## config.mk

```make
export PLATFORM = sky130hd
export DESIGN_NAME = uart_msg_sequencer
export DESIGN_NICKNAME = d
export VERILOG_FILES = /design/src/rtl/uart_pkg.sv /design/src/rtl/uart_send.sv /design/src/rtl/uart_msg_sequencer.sv
export SDC_FILE = /design/constraint.sdc
export NUM_CORES = 1
export LEC_CHECK = 0
export CAP_MARGIN = 20
export CORE_AREA = 2 2 143 145
export CTS_BUF_LIST = sky130_fd_sc_hd__clkbuf_16
export DETAILED_ROUTE_END_ITERATION = 10
export DIE_AREA = 0 0 145 147
export PLACE_DENSITY_LB_ADDON = 0.1
export SLEW_MARGIN = 20
export SYNTH_ARGS = -nofsm -noshare
export SYNTH_HDL_FRONTEND = slang
export SYNTH_SLANG_ARGS = --single-unit
```

## constraint.sdc

```tcl
create_clock -name clk -period 6.5 [get_ports clk]
set_clock_uncertainty 0.1 [all_clocks]
set_input_delay 1.3 -clock clk [delete_from_list [all_inputs] [get_ports clk]]
set_output_delay 1.3 -clock clk [all_outputs]
set_load 0.01 [all_outputs]
```

## src/rtl/uart_pkg.sv

```systemverilog
// rtl/uart_pkg.sv - shared UART frame constant, sequencer state encoding and sizing helper
package uart_pkg;

  // 8N1 frame: start + 8 data + stop
  localparam int FRAME_BITS = 10;

  typedef enum logic [2:0] {
    ST_IDLE,
    ST_LOAD,
    ST_SEND,
    ST_WAIT_CHAR,
    ST_GAP
  } seq_state_t;

  // Counter width for a terminal value; never zero so single-value counters still exist
  function automatic int clog2_min1(input int value);
    return (value > 1) ? $clog2(value) : 1;
  endfunction

endpackage

```

## src/rtl/uart_send.sv

```systemverilog
// rtl/uart_send.sv - 8N1 serializer, one frame per valid pulse, idle high
module uart_send
  import uart_pkg::*;
#(
  parameter int CPB = 10
) (
  input  logic       clk,
  input  logic       rst,
  input  logic [7:0] data,
  input  logic       valid,
  output logic       dout
);

  localparam int BAUD_W = clog2_min1(CPB);
  localparam int BIT_W  = clog2_min1(FRAME_BITS);

  // LSB is the bit on the line; ones shift in so the line rests high after the stop bit
  logic [FRAME_BITS-1:0] shreg;
  logic [BAUD_W-1:0]     baud_cnt;
  logic [BIT_W-1:0]      bit_cnt;
  logic                  active;

  // Frame shifter: a new valid always restarts the frame, which lets the caller
  // issue the next character on the final cycle of the previous stop bit
  always_ff @(posedge clk or posedge rst) begin
    if (rst) begin
      shreg    <= '1;
      baud_cnt <= '0;
      bit_cnt  <= '0;
      active   <= 1'b0;
    end else if (valid) begin
      shreg    <= {1'b1, data, 1'b0};
      baud_cnt <= '0;
      bit_cnt  <= '0;
      active   <= 1'b1;
    end else if (active) begin
      if (baud_cnt == BAUD_W'(CPB - 1)) begin
        baud_cnt <= '0;
        shreg    <= {1'b1, shreg[FRAME_BITS-1:1]};
        if (bit_cnt == BIT_W'(FRAME_BITS - 1)) begin
          bit_cnt <= '0;
          active  <= 1'b0;
        end else begin
          bit_cnt <= bit_cnt + 1'b1;
        end
      end else begin
        baud_cnt <= baud_cnt + 1'b1;
      end
    end
  end

  assign dout = shreg[0];

endmodule

```

## src/rtl/uart_msg_sequencer.sv

```systemverilog
// rtl/uart_msg_sequencer.sv - sends a latched message over UART, one-shot or repeating with a gap
module uart_msg_sequencer
  import uart_pkg::*;
#(
  parameter int CLK_HZ     = 100_000_000,
  parameter int BAUD       = 9600,
  parameter int MAX_LEN    = 16,
  parameter int GAP_CYCLES = 20_000_000
) (
  input  logic                                clk,
  input  logic                                rst,
  input  logic                                start,
  // repeat mode: 1 = loop after the gap, 0 = one-shot
  input  logic                                repeat_en,
  input  logic                                stop,
  input  logic [8*MAX_LEN-1:0]                msg,
  input  logic [$clog2(MAX_LEN+1)-1:0]        msg_len,
  output logic                                uart_tx,
  output logic                                busy,
  output logic                                done,
  output logic [clog2_min1(MAX_LEN)-1:0]      char_idx
);

  localparam int CPB     = CLK_HZ / BAUD;
  localparam int SLOT    = FRAME_BITS * CPB;
  localparam int LEN_W   = $clog2(MAX_LEN + 1);
  localparam int CNT_MAX = (SLOT > GAP_CYCLES) ? SLOT : GAP_CYCLES;
  localparam int CNT_W   = clog2_min1(CNT_MAX);

  seq_state_t           state, state_next;
  logic [8*MAX_LEN-1:0] msg_q;
  logic [LEN_W-1:0]     len_q;
  logic [LEN_W-1:0]     len_in;
  logic                 rep_q;
  logic                 stop_pend;
  logic [CNT_W-1:0]     cnt;
  logic                 slot_done;
  logic                 gap_done;
  logic                 more_chars;
  logic                 send_valid;
  logic [7:0]           send_data;

  // SEND occupies one cycle of the slot, so WAIT_CHAR ends one cycle early
  assign slot_done  = (cnt == CNT_W'(SLOT - 2));
  assign gap_done   = (cnt == CNT_W'(GAP_CYCLES - 1));
  assign len_in     = (msg_len > LEN_W'(MAX_LEN)) ? LEN_W'(MAX_LEN) : msg_len;
  assign more_chars = (LEN_W'(char_idx) + LEN_W'(1)) < len_q;
  assign send_valid = (state == ST_SEND);
  assign send_data  = msg_q[8*char_idx +: 8];
  assign busy       = (state != ST_IDLE);

  // State register
  always_ff @(posedge clk or posedge rst) begin
    if (rst) state <= ST_IDLE;
    else     state <= state_next;
  end

  // Next-state logic
  always_comb begin
    state_next = state;
    case (state)
      ST_IDLE:      if (start) state_next = ST_LOAD;
      ST_LOAD:      state_next = (len_in == '0) ? ST_IDLE : ST_SEND;
      ST_SEND:      state_next = ST_WAIT_CHAR;
      ST_WAIT_CHAR: begin
        if (slot_done) begin
          if (stop_pend)       state_next = ST_IDLE;
          else if (more_chars) state_next = ST_SEND;
          else if (rep_q)      state_next = ST_GAP;
          else                 state_next = ST_IDLE;
        end
      end
      ST_GAP:       if (gap_done) state_next = stop_pend ? ST_IDLE : ST_LOAD;
      default:      state_next = ST_IDLE;
    endcase
  end

  // Shared slot/gap counter, restarts whenever its state is entered
  always_ff @(posedge clk or posedge rst) begin
    if (rst) begin
      cnt <= '0;
    end else if ((state == ST_WAIT_CHAR && !slot_done) || (state == ST_GAP && !gap_done)) begin
      cnt <= cnt + 1'b1;
    end else begin
      cnt <= '0;
    end
  end

  // Message latch and character index
  always_ff @(posedge clk or posedge rst) begin
    if (rst) begin
      msg_q    <= '0;
      len_q    <= '0;
      rep_q    <= 1'b0;
      char_idx <= '0;
    end else if (state == ST_LOAD) begin
      msg_q    <= msg;
      len_q    <= len_in;
      rep_q    <= repeat_en;
      char_idx <= '0;
    end else if (state == ST_WAIT_CHAR && state_next == ST_SEND) begin
      char_idx <= char_idx + 1'b1;
    end
  end

  // Stop request held until the sequencer is back in IDLE; done marks the return
  always_ff @(posedge clk or posedge rst) begin
    if (rst) begin
      stop_pend <= 1'b0;
      done      <= 1'b0;
    end else begin
      if (state == ST_IDLE) stop_pend <= 1'b0;
      else if (stop)        stop_pend <= 1'b1;
      done <= (state != ST_IDLE) && (state_next == ST_IDLE);
    end
  end

  uart_send #(
    .CPB (CPB)
  ) u_send (
    .clk   (clk),
    .rst   (rst),
    .data  (send_data),
    .valid (send_valid),
    .dout  (uart_tx)
  );

endmodule

```

==> results of run 1 <==
[where the power goes]
part                  switching (mW)  internal [mW]  leakage, nW  total, mW
combinational                 0.0396         0.0757         2.26      0.115
clock                          0.486          0.499        0.256      0.985
sequential     0.0000000000000000132           1.22         2.63       1.22
total                          0.526           1.79         5.15       2.32
[kinds of logic after synthesis]
family                     synth area share [%]
AOI/OAI and AO/OA                          3.90
xor gates and xnor gates                   2.99
adders and majority gates                  1.38
buffers and inverters                      1.86
DFF                                        54.1
muxes                                      25.9
and+or+nand+nor                            9.89
[how the worst max path moves through the flow]
stage	start	end	slack, ps	depth (start not counted)
2_1_floorplan	rst	char_idx[0]$_DFFE_PP0P_	2570	1
3_3_place_gp	char_idx[1]$_DFFE_PP0P_	char_idx[3]$_DFFE_PP0P_	3060	9
3_5_place_dp	char_idx[1]$_DFFE_PP0P_	char_idx[3]$_DFFE_PP0P_	2970	9
4_1_cts	char_idx[1]$_DFFE_PP0P_	char_idx[1]	2940	1
5_1_grt	char_idx[1]$_DFFE_PP0P_	char_idx[3]$_DFFE_PP0P_	2790	9
6_report	char_idx[1]$_DFFE_PP0P_	char_idx[3]$_DFFE_PP0P_	2990	9
[registers in the layout, summed over array words and instances, names as in the netlist, 3 cells and up]
signal,flops
msg_q,128
cnt,25
u_send.baud_cnt,14
u_send.shreg,9
len_q,5
char_idx,4
u_send.bit_cnt,4
state,3
[synthesized netlist by cell type (9+ instances only)]
cell	n	area (sq um)
dfrtp_1	187	4680
mux2_2	129	1450
nor2_1	54	203
nand2_1	43	161
mux4_2	40	901
clkbuf_1	31	116
xor2_1	21	184
o21ai_0	19	95.1
nand3_1	15	75.1
nand4_1	15	93.8
inv_1	11	41.3
ha_1	10	125
xnor2_1	10	87.6
a21oi_1	9	45.0
dfstp_2	9	236
[critical path: stages, from the launching register on]
cell      delay, ps
dfrtp_2         970
ha_1            340
xor2_1          160
ha_1            260
a21o_1          180
a31oi_1         180
o211ai_1        150
a211o_1         410
or4_1           500
a21oi_1         170
[through the flow]
stage	hold WS (ps)	area, sq um	instances
6_report	377	11400	1103
5_1_grt	389	11400	1103
4_1_cts	376	11400	1102
3_5_place_dp	366	10800	1071
3_3_place_gp	359	10800	1071
2_1_floorplan	343	9090	685
[area by class of cell]
type,count,area share [%]
multi-input combinational,444,35.2
tap,270,2.97
clock buffer,17,3.74
sequential,196,43.2
timing repair buffer,151,13.4
clock inverter,14,1.08
inverter,11,0.396
[metal layers]
metal	vias to the layer above	GRT usage, %	share of wire [%]
li1	2783	-	-
met1	3039	25.7	42
met2	152	32.8	50
met3	25	5.50	5.5
met4	2	6.39	2.1
met5	-	0	0.054
==> flow_metrics.py, run 1 <==
metrics = {
    "final_layout": {
        "final_cell_mix": "185 x dfrtp_1, 144 x clkdlybuf4s50_1, 129 x mux2_2, 54 x nor2_1, 43 x nand2_1",
        "drive_above_1_share_pct": 26.7,
        "multi_input_area_sq_um": 4010,
        "nets": 969,
        "fin_util_pct": 57.4,
        "final_common_cell": "dfrtp_1",
        "n_antenna_cell": 0,
        "fillerInstances": 1628,
        "regArea_sq_um": 4920,
        "area_growth_syn_to_layout_pct": 25.3,
    },
    "timing": {
        "fmax_ghz": 0.285,
        "relSlewSlack_pct": 36.9,
        "hold_violations": 0,
        "slew_violations": 0,
        "setup_viol": 0,
        "finalCriticalPeriod_ps": 3510,
        "worst_slew_pin_slew_ps": 940,
        "tns_ps": 0,
        "finalCritPeriodShare_pct": 54.0,
        "rsz0062_at_grt": "false",
        "setup_slack_ps": 2990,
    },
    "clock_network": {
        "path_clk_slew_ps": 60,
        "clock_sinks": 196,
        "postCtsSetupRepairBufs": 0,
        "hold_buffers": 0,
        "htreeDepth": 4,
        "cts-buffers-inserted": 17,
        "ctsResizeCount": 0,
        "clockBufferDepth": 2,
        "clock_latency_ps": 440,
        "cts_tree": "yes",
        "root_buffer": "clkbuf_16",
    },
    "critical_path": {
        "r2r_end": "char_idx[3]$_DFFE_PP0P_",
        "arrival_ps": 3760,
        "cp-start-kind": "flip-flop",
        "crit_path_end_kind": "flip-flop",
        "timing.rr.start": "char_idx[1]$_DFFE_PP0P_",
        "reg2reg_depth": 9,
        "critical_path_class": "flip-flop to flip-flop",
        "path_max_fanout": 36,
        "reg2reg_setup_slack_ps": 2990,
        "cp.required_ps": 6750,
    },
    "global_routing": {
        "antenna_found_initial": 1,
        "grt_pass1_vias": 6420,
        "track_usage_pct": 19.9,
        "grt_max_degree": 197,
        "grt_pass1_wl_mm": 33.3,
        "grt-ovfl-total": 0,
    },
    "drt": {
        "drcViolationCount": 0,
        "ant_nets": 0,
        "finalWirelength_mm": 20.2,
        "vias": 6001,
        "vias_per_cell": 5.44,
        "first_pass_iters": 6,
        "routedWlPerCell_microns": 18.3,
        "drt-initial-drc-count": 251,
    },
    "power_and_ir_drop": {
        "power.leakage_nw": 5.15,
        "ir_drop_uv": 152,
        "finalPower_mw": 2.32,
        "power_per_cell_area_nw_per_um2": 204,
    },
    "yosys": {
        "synthCells": 685,
        "ys_ff_latch": 196,
        "ys.flop_type": "dfrtp_1",
        "async_flop_share_pct": 100,
        "syn_avg_cell_area_sq_um": 13.3,
        "synth_cell_types": 47,
        "synth.cell_area_sq_um": 9090,
        "synthesis.nets": 833,
        "yosysWarnings": 0,
        "synth_edf_count": 0,
        "yosysSeqAreaShare_pct": 54.1,
    },
    "outcome": {
        "status": "finished, final reports clean",
    },
    "floorplan": {
        "core_area_sq_um": 19800,
        "start_util_pct": 45.8,
        "die_width_microns": 145,
        "io_pins": 145,
        "dieHeight_microns": 147,
        "dieArea_sq_um": 21300,
        "core.rowCount": 52,
    },
    "placed_design": {
        "port_buffers": 144,
        "hpwl_mm": 14.4,
        "gp_congestion": 0.786,
        "post-place-ws_ps": 2970,
    },
    "job": {
        "cap_violations": 0,
    },
    "worst_hold_path": {
        "min_path_cells": 2,
        "hold_start": "u_send.shreg[1]$_DFFE_PP1P_",
        "worst_hold_path.endpoint": "u_send.shreg[0]$_DFFE_PP1P_",
        "hp-class": "flip-flop to flip-flop",
    },
}
Power figures use the tool's default switching activity.
==> run 2, diff against run 1 <==
Clock period 6.5 ns to 3.7 ns, I/O delays scaled along.
==> flow_metrics.py, run 2 (synthesis results as in run 1) <==
metrics = {
    "outcome": {
        "status": "finished, final reports clean",
    },
    "critical_path": {
        "r2r_end": "char_idx[3]$_DFFE_PP0P_",
        "slowest_delay_ps": 560,
        "cp_common_cell": "or4_1",
        "timing.rr.start": "cnt[18]$_DFF_PP0_",
        "critical_path_class": "flip-flop to flip-flop",
        "path_max_fanout": 8,
        "arrival_ps": 3350,
        "reg2reg_depth": 6,
        "slowest_stage": "or4_1",
        "cp-start-kind": "flip-flop",
        "cp.required_ps": 3950,
        "crit_chain": "or4_1 -> or4_1 -> or3_1 -> a211o_1 -> or4_1 -> a21oi_1",
        "crit_path_end_kind": "flip-flop",
        "reg2reg_setup_slack_ps": 600,
    },
    "floorplan": {
        "core_area_sq_um": 19800,
        "dieArea_sq_um": 21300,
        "core.rowCount": 52,
        "io_pins": 145,
        "die_width_microns": 145,
        "start_util_pct": 45.8,
        "dieHeight_microns": 147,
    },
    "placed_design": {
        "dp_cells": 1073,
        "hpwl_mm": 14.1,
        "placed_area_sq_um": 10800,
        "port_buffers": 144,
        "gp_congestion": 0.838,
        "post-place-ws_ps": 640,
    },
    "drt": {
        "drt-initial-drc-count": 328,
        "vias": 5906,
        "finalWirelength_mm": 20.4,
        "first_pass_iters": 4,
        "ant_nets": 0,
        "drcViolationCount": 0,
        "routedWlPerCell_microns": 18.4,
        "vias_per_cell": 5.34,
    },
    "job": {
        "cap_violations": 0,
    },
    "clock_network": {
        "hold_buffers": 0,
        "cts-buffers-inserted": 17,
        "path_clk_slew_ps": 70,
        "postCtsSetupRepairBufs": 0,
        "root_buffer": "clkbuf_16",
        "clock_latency_ps": 440,
        "clock_sinks": 196,
        "cts_tree": "yes",
        "ctsResizeCount": 0,
        "clockBufferDepth": 2,
        "htreeDepth": 4,
    },
    "timing": {
        "finalCriticalPeriod_ps": 3100,
        "finalCritPeriodShare_pct": 83.7,
        "tns_ps": 0,
        "rsz0062_at_grt": "false",
        "relSlewSlack_pct": 32.8,
        "setup_slack_ps": 602,
        "slew_violations": 0,
        "worst_hold_slack_ps": 366,
        "worst_slew_pin_slew_ps": 1000,
        "fmax_ghz": 0.323,
        "setup_viol": 0,
        "hold_violations": 0,
    },
    "global_routing": {
        "antenna_found_initial": 1,
        "grt_pass1_vias": 6466,
        "track_usage_pct": 20.4,
        "grt_max_degree": 145,
        "grt_pass1_wl_mm": 34.0,
        "grt-ovfl-total": 0,
    },
    "final_layout": {
        "final_cell_mix": "185 x dfrtp_1, 144 x clkdlybuf4s50_1, 129 x mux2_2, 54 x nor2_1, 43 x nand2_1",
        "final_common_cell": "dfrtp_1",
        "fillerInstances": 1618,
        "nets": 970,
        "reg.largest.list": "msg_q (128), cnt (25), u_send.baud_cnt (14)",
        "n_antenna_cell": 0,
        "drive_above_1_share_pct": 26.9,
        "fin_area_sq_um": 11400,
        "largest_register": "msg_q",
        "fin_util_pct": 57.5,
        "largest_reg_flops": 128,
        "instances_no_fill": 1105,
        "area_growth_syn_to_layout_pct": 25.5,
    },
    "power_and_ir_drop": {
        "finalPower_mw": 4.11,
        "power_per_cell_area_nw_per_um2": 361,
        "ir_drop_uv": 292,
        "power.leakage_nw": 5.17,
    },
    "worst_hold_path": {
        "min_path_cells": 2,
        "worst_hold_path.endpoint": "u_send.shreg[0]$_DFFE_PP1P_",
        "hold_start": "u_send.shreg[0]$_DFFE_PP1P_",
        "hp-class": "flip-flop to flip-flop",
    },
}
run 2: metal layers:
| metal | GRT usage (%) | vias to the layer above | routed length, microns |
|---|---|---|---|
| met5 | 0 | - | 12 |
| met4 | 5.15 | 2 | 274 |
| met3 | 6.21 | 21 | 1100 |
| met2 | 34.4 | 125 | 10200 |
| met1 | 25.9 | 2979 | 8750 |
| li1 | - | 2779 | - |
run 2: layout make-up:
cell class / instances / area [sq um] / area share [%]
repair buffers: 152 / 1530 / 13.4
flip-flops and latches: 196 / 4920 / 43.1
well taps: 270 / 338 / 2.96
multi-input cells: 444 / 4010 / 35.1
clock buffers: 17 / 425 / 3.73
clock inverters: 15 / 144 / 1.26
inverters: 11 / 45.0 / 0.395
run 2: worst max-delay path, delay by kind of cell (launching register included):
| family | cells | cell delay [ps] |
|---|---|---|
| AO/OA/AOI/OAI | 2 | 470 |
| flip-flops | 1 | 420 |
| AND/OR/NAND/NOR | 4 | 2020 |
run 2: power by group:
| group | switching (mW) | internal [mW] | leakage [nW] |
|---|---|---|---|
| clock network | 0.881 | 0.893 | 0.281 |
| registers | 0.0000000000000000231 | 2.14 | 2.63 |
| logic | 0.0672 | 0.130 | 2.26 |
run 2: worst max-delay path by stage:
stage,cells after the start,start,endpoint
4_1_cts,6,cnt[18]$_DFF_PP0_,char_idx[3]$_DFFE_PP0P_
3_3_place_gp,6,cnt[18]$_DFF_PP0_,char_idx[3]$_DFFE_PP0P_
6_report,6,cnt[18]$_DFF_PP0_,char_idx[3]$_DFFE_PP0P_
2_1_floorplan,1,rst,char_idx[0]$_DFFE_PP0P_
3_5_place_dp,6,cnt[18]$_DFF_PP0_,char_idx[3]$_DFFE_PP0P_
5_1_grt,6,cnt[18]$_DFF_PP0_,char_idx[3]$_DFFE_PP0P_
